[src/rtl/writeback_arbiter_pkg.sv]
// Shared write-back definitions: register-file geometry and the long-result queue entry.
package writeback_arbiter_pkg;

    localparam int REG_W    = 5;
    localparam int DATA_W   = 32;
    localparam int NUM_REGS = 32;

    // One queued long-latency result: destination register plus its value.
    typedef struct packed {
        logic [REG_W-1:0]  dest;
        logic [DATA_W-1:0] data;
    } wb_entry_t;

    // Register $0 is hard-wired to zero and is never written or tracked.
    function automatic logic is_zero_reg(input logic [REG_W-1:0] r);
        return (r == '0);
    endfunction

endpackage

[src/rtl/writeback_arbiter_wb_fifo.sv]
// Synchronous FIFO for long-latency results waiting for a register-file write slot.
// Push is ignored while full and pop is ignored while empty, so callers may
// drive them from their own request logic without extra guarding.
module wb_fifo
    import writeback_arbiter_pkg::*;
#(
    parameter int DEPTH = 4
) (
    input  logic                     clk,
    input  logic                     rst_n,
    input  logic                     push,
    input  wb_entry_t                push_entry,
    input  logic                     pop,
    output wb_entry_t                head,
    output logic                     full,
    output logic                     empty,
    output logic [$clog2(DEPTH):0]   count
);

    localparam int PTR_W = $clog2(DEPTH);
    localparam logic [PTR_W-1:0] PTR_ONE = PTR_W'(1);
    localparam logic [PTR_W:0]   CNT_ONE = (PTR_W + 1)'(1);
    localparam logic [PTR_W:0]   CNT_MAX = (PTR_W + 1)'(DEPTH);

    wb_entry_t        mem [DEPTH];
    logic [PTR_W-1:0] wr_ptr;
    logic [PTR_W-1:0] rd_ptr;
    logic             do_push;
    logic             do_pop;

    assign full    = (count == CNT_MAX);
    assign empty   = (count == '0);
    assign do_push = push && !full;
    assign do_pop  = pop && !empty;
    assign head    = mem[rd_ptr];

    // Entry storage needs no reset: contents are only meaningful below count.
    always_ff @(posedge clk) begin
        if (do_push) begin
            mem[wr_ptr] <= push_entry;
        end
    end

    // Pointers wrap naturally because DEPTH is a power of two.
    always_ff @(posedge clk or negedge rst_n) begin
        if (!rst_n) begin
            wr_ptr <= '0;
            rd_ptr <= '0;
        end else begin
            if (do_push) begin
                wr_ptr <= wr_ptr + PTR_ONE;
            end
            if (do_pop) begin
                rd_ptr <= rd_ptr + PTR_ONE;
            end
        end
    end

    // Occupancy tracks push/pop at the same edge; push and pop together cancel.
    always_ff @(posedge clk or negedge rst_n) begin
        if (!rst_n) begin
            count <= '0;
        end else begin
            case ({do_push, do_pop})
                2'b10:   count <= count + CNT_ONE;
                2'b01:   count <= count - CNT_ONE;
                default: count <= count;
            endcase
        end
    end

endmodule

[src/rtl/writeback_arbiter.sv]
// Write-back arbiter: sole driver of the register-file write port.
// Merges single-cycle pipeline results with queued long-latency results,
// tracks pending long writes in a scoreboard for decode hazard checks, and
// forces a pipeline stall when the long-result queue has waited too long.
module writeback_arbiter
    import writeback_arbiter_pkg::*;
#(
    parameter int LQ_DEPTH     = 4,
    parameter int STARVE_LIMIT = 8
) (
    input  logic                        clk,
    input  logic                        rst_n,
    input  logic                        pipe_valid,
    input  logic [4:0]                  pipe_reg,
    input  logic [31:0]                 pipe_data,
    output logic                        pipe_stall,
    input  logic                        long_issue,
    input  logic [4:0]                  long_issue_reg,
    input  logic                        long_valid,
    output logic                        long_ready,
    input  logic [4:0]                  long_reg,
    input  logic [31:0]                 long_data,
    input  logic [4:0]                  chk_reg1,
    input  logic [4:0]                  chk_reg2,
    output logic                        busy1,
    output logic                        busy2,
    output logic                        reg_write,
    output logic [4:0]                  write_reg,
    output logic [31:0]                 write_data,
    output logic [$clog2(LQ_DEPTH):0]   lq_count,
    output logic                        proto_err
);

    localparam int CNT_W = $clog2(STARVE_LIMIT) + 1;
    localparam logic [CNT_W-1:0] STARVE_LAST = CNT_W'(STARVE_LIMIT - 1);
    localparam logic [CNT_W-1:0] STARVE_ONE  = CNT_W'(1);

    logic [NUM_REGS-1:0] scoreboard;
    logic [NUM_REGS-1:0] sb_set;
    logic [NUM_REGS-1:0] sb_clr;
    logic [NUM_REGS-1:0] sb_next;
    logic [CNT_W-1:0]    starve_cnt;

    wb_entry_t head;
    wb_entry_t push_entry;
    logic      fifo_full;
    logic      fifo_empty;
    logic      push;
    logic      drain;
    logic      pipe_take;
    logic      blocked;
    logic      violation;

    // Queue of long results; arbitration decides when the head is popped.
    wb_fifo #(
        .DEPTH (LQ_DEPTH)
    ) u_fifo (
        .clk        (clk),
        .rst_n      (rst_n),
        .push       (push),
        .push_entry (push_entry),
        .pop        (drain),
        .head       (head),
        .full       (fifo_full),
        .empty      (fifo_empty),
        .count      (lq_count)
    );

    assign long_ready = !fifo_full;
    assign push       = long_valid && long_ready;
    assign push_entry = '{dest: long_reg, data: long_data};

    // A forced stall always favours the queue; otherwise the pipe wins and the
    // queue only drains in cycles where the pipe has nothing to write.
    assign drain     = !fifo_empty && (pipe_stall || !pipe_valid);
    assign pipe_take = pipe_valid && !pipe_stall;
    assign blocked   = !fifo_empty && !drain;

    assign busy1 = !is_zero_reg(chk_reg1) && scoreboard[chk_reg1];
    assign busy2 = !is_zero_reg(chk_reg2) && scoreboard[chk_reg2];

    // Protocol violations: pipe result offered during a stall, pipe WAW against
    // a pending long op, or a long result drained that was never issued.
    assign violation = (pipe_valid && pipe_stall)
                    || (pipe_valid && !is_zero_reg(pipe_reg) && scoreboard[pipe_reg])
                    || (drain && !is_zero_reg(head.dest) && !scoreboard[head.dest]);

    // Next scoreboard: clear the drained destination, then apply the new issue so set wins.
    always_comb begin
        sb_set = '0;
        sb_clr = '0;
        if (long_issue && !is_zero_reg(long_issue_reg)) begin
            sb_set[long_issue_reg] = 1'b1;
        end
        if (drain) begin
            sb_clr[head.dest] = 1'b1;
        end
        sb_next = (scoreboard & ~sb_clr) | sb_set;
    end

    // Pending long-write scoreboard.
    always_ff @(posedge clk or negedge rst_n) begin
        if (!rst_n) begin
            scoreboard <= '0;
        end else begin
            scoreboard <= sb_next;
        end
    end

    // Count blocked queue cycles and raise a one-cycle stall on the last allowed one.
    always_ff @(posedge clk or negedge rst_n) begin
        if (!rst_n) begin
            starve_cnt <= '0;
            pipe_stall <= 1'b0;
        end else if (blocked) begin
            starve_cnt <= starve_cnt + STARVE_ONE;
            pipe_stall <= (starve_cnt == STARVE_LAST);
        end else begin
            starve_cnt <= '0;
            pipe_stall <= 1'b0;
        end
    end

    // Register the selected write; $0 destinations pop or pass without enabling the write.
    always_ff @(posedge clk or negedge rst_n) begin
        if (!rst_n) begin
            reg_write  <= 1'b0;
            write_reg  <= '0;
            write_data <= '0;
        end else if (drain) begin
            reg_write  <= !is_zero_reg(head.dest);
            write_reg  <= head.dest;
            write_data <= head.data;
        end else if (pipe_take) begin
            reg_write  <= !is_zero_reg(pipe_reg);
            write_reg  <= pipe_reg;
            write_data <= pipe_data;
        end else begin
            reg_write  <= 1'b0;
        end
    end

    // Sticky protocol-error flag, cleared only by reset.
    always_ff @(posedge clk or negedge rst_n) begin
        if (!rst_n) begin
            proto_err <= 1'b0;
        end else if (violation) begin
            proto_err <= 1'b1;
        end
    end

endmodule

[config.mk]
export PLATFORM = sky130hd
export DESIGN_NAME = writeback_arbiter
export DESIGN_NICKNAME = d
export VERILOG_FILES = /design/src/rtl/writeback_arbiter_pkg.sv /design/src/rtl/writeback_arbiter_wb_fifo.sv /design/src/rtl/writeback_arbiter.sv
export SDC_FILE = /design/constraint.sdc
export NUM_CORES = 1
export LEC_CHECK = 0
export ABC_AREA = 1
export BUFFER_PORTS_ARGS = -buffer_cell sky130_fd_sc_hd__buf_2
export CAP_MARGIN = 10
export CELL_PAD_IN_SITES_DETAIL_PLACEMENT = 0
export CELL_PAD_IN_SITES_GLOBAL_PLACEMENT = 1
export CORE_ASPECT_RATIO = 1.25
export CORE_UTILIZATION = 40
export DETAILED_ROUTE_END_ITERATION = 16
export PLACE_DENSITY = 0.79
export SKIP_CTS_REPAIR_TIMING = 1
export SYNTH_ARGS = -nofsm -noshare
export SYNTH_HDL_FRONTEND = slang
export SYNTH_SLANG_ARGS = --single-unit
[constraint.sdc]
create_clock -name clk -period 2.45 [get_ports clk]
set_input_delay 0.1225 -clock clk [delete_from_list [all_inputs] [get_ports clk]]
set_output_delay 0.1225 -clock clk [all_outputs]
set_load 0.02 [all_outputs]
Word-level counts from Yosys, hierarchy flattened. Memory sizes are Yosys's and may differ from the RTL's. Index checks and enable logic that the tools add are counted.

Logic and storage cells: 93. Bits of input ports: 94. Memory bits (writable): 148. Bits in latches: 0. ROM bits: 0. Output and inout port bits: 46. Memories kept: 1. Register bits after elaboration: 83.

Memory list: u_fifo.mem (words 4, width 37, read ports 1, clocked after Yosys merged registers in 0, write ports 1, RTL line writeback_arbiter_wb_fifo.sv:25) `wb_entry_t mem [DEPTH];`.

Reduce and logical (&&, ||, !) cells: 38. Bitwise logic cells: 3. $add $sub $neg: 5. Eq/ne operators: 4. Muxes and demuxes: 25. Divide/modulo/power cells: 0. Multiply operators: 0. $lt $le $gt $ge: 7. Shift operators: 0.

Operators by type and width (count): two-way mux 32 bit (4); bitwise AND 32 bit (1); NOT 32 bit (1); bitwise OR 32 bit (1); less-than comparator 5 x 6 -> 1 bit, second input constant (5); zero test 5 bit (5); binary-select mux 1 bit (select 5 bit) (4); logical AND 1 bit (16); zero test 1 bit (11); two-way mux 1 bit (11); demux 1 bit (select 5 bit) (2); >= comparator 5 x 1 -> 1 bit, second input constant (2); two-way mux 5 bit (2); one-hot mux 3 bit (2 select lines) (1); adder 2 x 1 -> 2 bit, second input constant (2); adder 4 x 1 -> 4 bit, second input constant (1); equality test 4 x 3 -> 1 bit, second input constant (1); two-way mux 4 bit (1); nonzero test 2 bit (2); adder 3 x 1 -> 3 bit, second input constant (1); equality test 3 bit, second input constant (1); zero test 3 bit (1); logical OR 1 bit (3); subtractor 3 x 1 -> 3 bit, second input constant (1); other kinds (2) (2).

Logic depth before layout (Yosys ltp). Gate-level depths: netlist of run 1. An unclocked memory read counts as a cell.

Depth in word-level cells: 9. Gate-level depth with buffers: 15.

Hierarchy. Synthesis of run 1 repeated with hierarchy kept, for this count alone.

Cells, all modules: 1164. Area total of the unflattened synthesis: 10999.3 µm².

Modules (own cells, without submodules): wb_fifo (cells each 493, area each 6384.9 µm², sequential area each 4619.4 µm², times used 1); writeback_arbiter (cells each 671, area each 4614.4 µm², sequential area each 1901.8 µm², times used 1).

Worst setup path before layout of run 1. Ideal clock, no wire load.

Path kind: register -> register. Start point: register u_fifo.count[0]. End point: memory u_fifo.mem[0][0] in the netlist's numbering (enable). Arrival time: 2.638 ns. Stages on the path, launching flop included: 5. Slack: -0.620 ns. Clock period less this slack: 3.070 ns. Data required time: 2.019 ns. Library setup time: 0.431 ns. Path buffers: 0. Cell sequence: dfrtp_1 inv_1 nand3_1 nand2_1 nor2_1.

Cells in the longest elaborated chain, start to end: 6.

Ends and longest elaborated chain: start, declared (RTL line writeback_arbiter_wb_fifo.sv:17) `output logic [$clog2(DEPTH):0] count`; start signal, assigned (RTL line writeback_arbiter_wb_fifo.sv:65) `2'b10: count <= count + CNT_ONE;`; start signal, assigned (RTL line writeback_arbiter_wb_fifo.sv:66) `2'b01: count <= count - CNT_ONE;`; start signal, assigned (RTL line writeback_arbiter_wb_fifo.sv:67) `default: count <= count;`; equality test 3 bit (*) (RTL line writeback_arbiter_wb_fifo.sv:31) `assign full = (count == CNT_MAX);`; zero test 1 bit (*) (RTL line writeback_arbiter.sv:69) `assign long_ready = !fifo_full;`; net long_ready (RTL line writeback_arbiter.sv:20) `output logic long_ready,`; logical AND 1 bit (RTL line writeback_arbiter.sv:70) `assign push = long_valid && long_ready;`; logical AND 1 bit (*) (RTL line writeback_arbiter_wb_fifo.sv:33) `assign do_push = push && !full;`; two-way mux 1 bit (*) (RTL line writeback_arbiter_wb_fifo.sv:39) `if (do_push) begin`; two-way mux 1 bit (implied by the code) (*) (RTL line writeback_arbiter_wb_fifo.sv:40) `mem[wr_ptr] <= push_entry;`; end, declared (RTL line writeback_arbiter_wb_fifo.sv:25).

Mark *: on every way through the listed nets, which the timed path passes. The rest lies on a longest branch.

Worst setup path in the final report of run 1.
Start point: register u_fifo.rd_ptr[0]. End point: register scoreboard[1].

Cells in the longest elaborated chain, start to end: 9.

Ends and longest elaborated chain: start, declared (RTL line writeback_arbiter_wb_fifo.sv:27) `logic [PTR_W-1:0] rd_ptr;`; start signal, assigned (RTL line writeback_arbiter_wb_fifo.sv:54) `rd_ptr <= rd_ptr + PTR_ONE;`; memory (4 x 37 bit) (*); less-than comparator 5 x 6 -> 1 bit (implied by the code) / >= comparator 5 x 1 -> 1 bit (equally long branches) (RTL line writeback_arbiter.sv:96) `sb_clr[head.dest] = 1'b1;`; logical AND 1 bit (implied by the code) (RTL line writeback_arbiter.sv:96); two-way mux 1 bit (implied by the code) (RTL line writeback_arbiter.sv:96); demux 1 bit (select 5 bit) (*) (RTL line writeback_arbiter.sv:96); two-way mux 32 bit (*) (RTL line writeback_arbiter.sv:95) `if (drain) begin`; NOT 32 bit (*) (RTL line writeback_arbiter.sv:98) `sb_next = (scoreboard & ~sb_clr) | sb_set;`; bitwise AND 32 bit (*) (RTL line writeback_arbiter.sv:98); bitwise OR 32 bit (*) (RTL line writeback_arbiter.sv:98); net sb_next[1] (RTL line writeback_arbiter.sv:41) `logic [NUM_REGS-1:0] sb_next;`; end signal, assigned (RTL line writeback_arbiter.sv:106) `scoreboard <= sb_next;`; end, declared (RTL line writeback_arbiter.sv:38) `logic [NUM_REGS-1:0] scoreboard;`.

Marks and branches as above. A chain may end at the register's enable or synchronous reset.

==> impl_metrics.json, run 1 <==
{
  "timing.max_cap.violations": 0,
  "hold_ws_ns": -0.00978,
  "min_period_ns": 2.17,
  "synth-edff-count": 148,
  "setup_tns_ns": 0,
  "syn_nets": 1199,
  "finalNetCount": 1401,
  "vias_per_cell": 5.25,
  "cpPeakStageDelay_ns": 0.46,
  "startpoint_type": "flop",
  "synthCells": 1098,
  "grt.total_usage_pct": 20.9,
  "first_pass_iters": 5,
  "vias": 8707,
  "rows": 66,
  "synth_seq_cells": 231,
  "io_pins": 140,
  "reg.largest.list": "u_fifo.mem: 148 flops, scoreboard: 32 flops, write_data: 32 flops",
  "yosysWarnings": 0,
  "synth_top_area_share_pct": 42.1,
  "violations": "negative hold slack",
  "clock_sinks": 231,
  "grt_max_degree": 58,
  "path_delay_family": "simple AND/OR/NAND/NOR gates",
  "rsz0062_at_grt": "no",
  "drtIter0Drc": 532,
  "core_um2": 26000,
  "wl_per_cell_um": 17.5,
  "setup_viol": 0,
  "synth_seq_area_share_pct": 61.8,
  "postRouteAntennaNets": 0,
  "fillers": 2422,
  "clock_latency_ns": 0.51,
  "cp_max_fo": 30,
  "area_growth_pct": 24.5,
  "power_mw": 15.2,
  "status": "finished, violations left",
  "clock-root-buffer": "clkbuf_16",
  "ctsHtreeMaxLevel": 1,
  "io_buffers": 139,
  "wl_met2_um": 14500,
  "hold_viol_final": 1,
  "die_height_um": 184,
  "dpl.hpwl_um": 18700,
  "grt_overflow": 0,
  "dieArea_um2": 27100,
  "hp-class": "in2reg",
  "dr.max_layer_used": "met4",
  "clk_path_buf_depth": 3,
  "first_global_vias": 8283,
  "synth.distinct_cells": 34,
  "power.leakage_nw": 5.42,
  "slew_headroom_pct": 44.3,
  "routed_wirelength_um": 29000,
  "gp_congestion": 0.907,
  "syn_avg_cell_area_um2": 9.62,
  "drt-met1-wl_um": 11700,
  "cp_slowest_cell": "dfrtp_2",
  "power.density_nw_per_um2": 1160,
  "cts_tree": "yes",
  "cp.arrival_ns": 2.54,
  "drive_above_1_share_pct": 17.2,
  "netlist_area_um2": 10600,
  "synthArstFlopShare_pct": 35.9,
  "synth_area_leaders": "edfxtp_1 42%, dfrtp_1 20%, nand2_1 7.7%",
  "fp.dieW_um": 147,
  "yosysTopAreaCell": "edfxtp_1",
  "clk_pin_slew_worst_paths_ns": 0.06,
  "critPathBufInv": 2,
  "crit_path_end_kind": "flop",
  "synthFlopType": "edfxtp_1",
  "drcViolationCount": 0,
  "wl_met3_um": 1620,
  "worst_pin_slew_ns": 0.835,
  "antenna_found_initial": 1,
  "reg2reg_slack_ns": 0.28,
  "critPathRequiredTime_ns": 2.82,
  "ir_drop_mv": 0.753,
  "clock.fmax_mhz": 461,
  "fin_crit_sh_pct": 88.6,
  "grt_pass1_wl_um": 44500,
  "cts_buffers": 23,
  "finClkSkew_ns": 0.0139,
  "drv_slew": 0,
  "largest_register_ffs": 148,
  "crit_type": "reg2reg",
  "largest-register": "u_fifo.mem",
  "start_util_pct": 40.6,
  "path_cells": "inv_2, nand2_1, nand3_2, nand2_2, inv_2, nand3_2, o21ai_0, o21ai_0"
}
==> kinds of logic (layout without fill, tap and decap cells) <==
group                    Yosys count  count (layout)  synth area share (%)
XOR/XNOR                           5               5                 0.415
adder cells (fa/ha/maj)            7               7                 0.900
AO/OA/AOI/OAI                    246             246                  12.3
flip-flops                       231             231                  61.8
AND/OR/NAND/NOR                  473             473                  19.2
buffers and inverters            136             354                  5.43
other                              0               1                     0
==> area by class of cell <==
type	instances	area [um2]	share of cell area [%]
diodes	1	2.50	0.0190
clock buffers	27	621	4.72
clock inverters	14	129	0.980
inverters	81	304	2.31
multi-input cells	731	3510	26.7
flip-flops and latches	231	6520	49.6
well taps	340	425	3.23
repair buffers	232	1630	12.4
==> cells in the mapped netlist, types with 3 or more instances <==
| cell type | count |
|---|---|
| ha_1 | 6 |
| inv_1 | 70 |
| a21oi_1 | 35 |
| nor2_1 | 99 |
| edfxtp_1 | 148 |
| nand3_2 | 6 |
| nand2_1 | 218 |
| o31ai_1 | 3 |
| o221ai_1 | 4 |
| xor2_1 | 3 |
| o21ai_0 | 139 |
| dfrtp_1 | 83 |
| clkbuf_1 | 28 |
| o21ai_1 | 30 |
| o22ai_1 | 32 |
| buf_2 | 14 |
| nand3_1 | 130 |
| buf_4 | 6 |
| nand2_2 | 7 |
| buf_1 | 4 |
| nand4_1 | 6 |
| buf_6 | 3 |
| inv_2 | 10 |
==> report_power, final <==
| part | total (mW) | switching, mW | leakage (nW) | internal [mW] |
|---|---|---|---|---|
| Sequential | 6.06 | 0.766 | 2.36 | 5.29 |
| Combinational | 5.67 | 3.91 | 2.69 | 1.77 |
| Clock | 3.48 | 1.45 | 0.368 | 2.02 |
==> worst reg2reg max path, cell delays in order, from the launching register on <==
cell,delay [ns]
dfrtp_2,0.46
inv_2,0.30
nand2_1,0.11
nand3_2,0.14
nand2_2,0.33
inv_2,0.22
nand3_2,0.18
o21ai_0,0.19
o21ai_0,0.12
==> metrics by stage <==
step / area [um2] / instances / hold WS [ns] / setup slack (ns) / util [%]
3_3_place_gp: 11600 / 1540 / 0.281 / 0.332 / 44.8
5_1_grt: 13200 / 1657 / 0.0133 / 0.0110 / 50.6
2_1_floorplan: 10600 / 1098 / -0.173 / -0.0521 / -
4_1_cts: 12400 / 1581 / -0.260 / 0.275 / 47.7
3_5_place_dp: 11600 / 1540 / 0.276 / 0.300 / 44.8
6_report: 13200 / 1657 / -0.00978 / 0.279 / 50.6
==> layout by cell type (no fill, tap or decap), drive strengths merged, types with 4 or more instances in the layout <==
cell type / n
nand2: 225
inv: 81
nand3: 136
o21ai: 169
o221ai: 4
o22ai: 32
clkinv: 10
nor2: 101
dfrtp: 83
buf: 157
edfxtp: 148
ha: 6
dlygate4sd3: 75
nand4: 6
clkbuf: 27
a21oi: 35
==> path summary, 6_finish.rpt <==
| check | startpoint | to | cells after the start |
|---|---|---|---|
| worst max-delay path | u_fifo.rd_ptr[0]$_DFFE_PN0P_ | scoreboard[1]$_DFF_PN0_ | 8 |
| worst min-delay path | long_issue_reg[0] | scoreboard[29]$_DFF_PN0_ | 3 |
| worst max register to register | u_fifo.rd_ptr[0]$_DFFE_PN0P_ | scoreboard[1]$_DFF_PN0_ | 8 |
| worst min register to register | starve_cnt[3]$_DFF_PN0_ | pipe_stall$_DFF_PN0_ | 1 |
| max in group asynchronous | rst_n | scoreboard[26]$_DFF_PN0_ | 3 |
| min in group asynchronous | rst_n | write_data[28]$_DFFE_PN0P_ | 2 |
==> metal layers <==
metal | GRT usage [%] | up-vias
li1 | - | 4198
met1 | 25.4 | 4126
met2 | 36.7 | 307
met3 | 3.15 | 76
met4 | 9.65 | 0
met5 | 0 | -
Power figures use the tool's default switching activity.
==> run 2: changes to the inputs <==
PLACE_DENSITY = 0.8   (was 0.79)
==> run 2 against run 1 <==
Compared with the run above: the run still ends with negative hold slack left; register-to-register slack improved by 0.10 ns; largest cell class unchanged; via count shrank 1.1%; maximum frequency increased by 5.0%; critical endpoint is now scoreboard[4]$_DFF_PN0_.
==> impl_metrics.json, run 2 (synthesized netlist as in run 1, its figures left out) <==
{
  "status": "finished, violations left",
  "violations": "negative hold slack",
  "rsz0062_at_grt": "no",
  "cpPeakStageDelay_ns": 0.44,
  "timing.max_cap.violations": 0,
  "grt_use_met3_pct": 3.52,
  "wl_per_cell_um": 17.4,
  "grt.total_usage_pct": 21.2,
  "clock.fmax_mhz": 484,
  "setup_tns_ns": 0,
  "hp-class": "in2reg",
  "startpoint_type": "flop",
  "clock_sinks": 231,
  "grt_max_degree": 39,
  "postRouteAntennaNets": 0,
  "rows": 66,
  "finish.utilization_pct": 50.7,
  "cp.arrival_ns": 2.45,
  "antenna_found_initial": 0,
  "drv_slew": 0,
  "power_mw": 15.2,
  "critPathRequiredTime_ns": 2.83,
  "power.density_nw_per_um2": 1150,
  "layout_common_cells": "218 x nand2_1, 148 x edfxtp_1, 139 x o21ai_0",
  "io_buffers": 139,
  "finClkSkew_ns": 0.0108,
  "finalNetCount": 1407,
  "gp_congestion": 0.918,
  "met1_usage_pct": 27.0,
  "fin_area_um2": 13200,
  "io_pins": 140,
  "ir_drop_mv": 0.638,
  "largest-register": "u_fifo.mem",
  "hold_viol_final": 1,
  "drcViolationCount": 0,
  "reg.largest.list": "u_fifo.mem: 148 flops, scoreboard: 32 flops, write_data: 32 flops",
  "largest_register_ffs": 148,
  "vias_per_cell": 5.18,
  "dieArea_um2": 27100,
  "cts_tree": "yes",
  "first_global_vias": 8050,
  "crit_path_end_kind": "flop",
  "clock-root-buffer": "clkbuf_16",
  "slew_headroom_pct": 65.5,
  "fp.dieW_um": 147,
  "dpl.hpwl_um": 19300,
  "use_met2_pct": 36.6,
  "vias": 8608,
  "crit_top_cell": "nand3_2",
  "clk_pin_slew_worst_paths_ns": 0.07,
  "routed_wirelength_um": 29000,
  "grt_pass1_wl_um": 44500,
  "cp_slowest_cell": "nand2_2",
  "start_util_pct": 40.6,
  "fin_crit_sh_pct": 84.4,
  "clk_path_buf_depth": 3,
  "core_um2": 26000,
  "grt_overflow": 0,
  "critPathBufInv": 1,
  "final_common_cell": "nand2_1",
  "clock_latency_ns": 0.51,
  "hold_ws_ns": -0.00803,
  "area_growth_pct": 25.0,
  "cp_max_fo": 30,
  "ctsHtreeMaxLevel": 1,
  "path_delay_family": "simple AND/OR/NAND/NOR gates",
  "path_cells": "buf_4, nand2_1, nand3_2, nand2_2, nand3_2, o21ai_0, o31ai_1",
  "antenna_cells": 0,
  "min_period_ns": 2.07,
  "dpl_cell_area_um2": 11700,
  "drive_above_1_share_pct": 17.5,
  "setup_viol": 0,
  "cts_buffers": 23,
  "die_height_um": 184,
  "drtIter0Drc": 630,
  "crit_type": "reg2reg",
  "power.leakage_nw": 5.44,
  "worst_pin_slew_ns": 0.516,
  "grt-busiest-layer": "met2",
  "first_pass_iters": 5
}
==> run 2: cell count changes in the layout (fill, tap and decap cells not counted) <==
cell,before,now
buf_4,15,18
clkinv_1,4,2
clkinv_4,1,3
dlygate4sd3_1,75,77
buf_12,4,5
bufinv_16,2,1
clkbuf_1,1,2
clkinv_2,5,4
clkinvlp_4,2,3
diode_2,1,0
inv_6,1,0
inv_8,0,1
==> run 2: layout make-up <==
class	count	area (um2)
clock buffer	28	624
clock inverter	13	114
fill	2383	12800
inverter	81	304
multi-input combinational	731	3510
sequential	231	6520
tap	340	425
timing repair buffer	238	1700
==> run 2: worst paths after layout <==
| check | start | end | slack, ns | cells after the start |
|---|---|---|---|---|
| max | u_fifo.rd_ptr[0]$_DFFE_PN0P_ | scoreboard[4]$_DFF_PN0_ | 0.38 | 7 |
| min | pipe_reg[4] | write_reg[4]$_DFFE_PN0P_ | -0.008 | 3 |
| max reg2reg | u_fifo.rd_ptr[0]$_DFFE_PN0P_ | scoreboard[4]$_DFF_PN0_ | 0.38 | 7 |
| min reg2reg | starve_cnt[3]$_DFF_PN0_ | pipe_stall$_DFF_PN0_ | 0.45 | 1 |
| max in group asynchronous | rst_n | write_data[4]$_DFFE_PN0P_ | 1.68 | 3 |
| min in group asynchronous | rst_n | write_data[21]$_DFFE_PN0P_ | 0.14 | 2 |
==> run 2: routing by layer <==
metal / up-vias / routed length [um]
met4: 0 / 657
met1: 4070 / 12200
met5: - / 0
met2: 277 / 14400
met3: 53 / 1670
li1: 4208 / -
==> run 2: tightest hold or removal path, delay by kind of cell <==
kind,cells,cell delay [ns]
buffers and inverters,2,0.15
AOI/OAI and AO/OA,1,0.19
==> run 2: where the power goes <==
part | switching, mW | internal, mW | leakage [nW]
registers | 0.766 | 5.29 | 2.36
clock network | 1.49 | 1.94 | 0.358
logic | 3.91 | 1.81 | 2.72
==> run 2: through the flow <==
step	setup WS (ns)	instances
global placement	0.449	1544
global route	0.199	1662
finish	0.382	1662
detailed placement	0.438	1544
CTS	0.403	1585
floorplan	-0.0521	1098
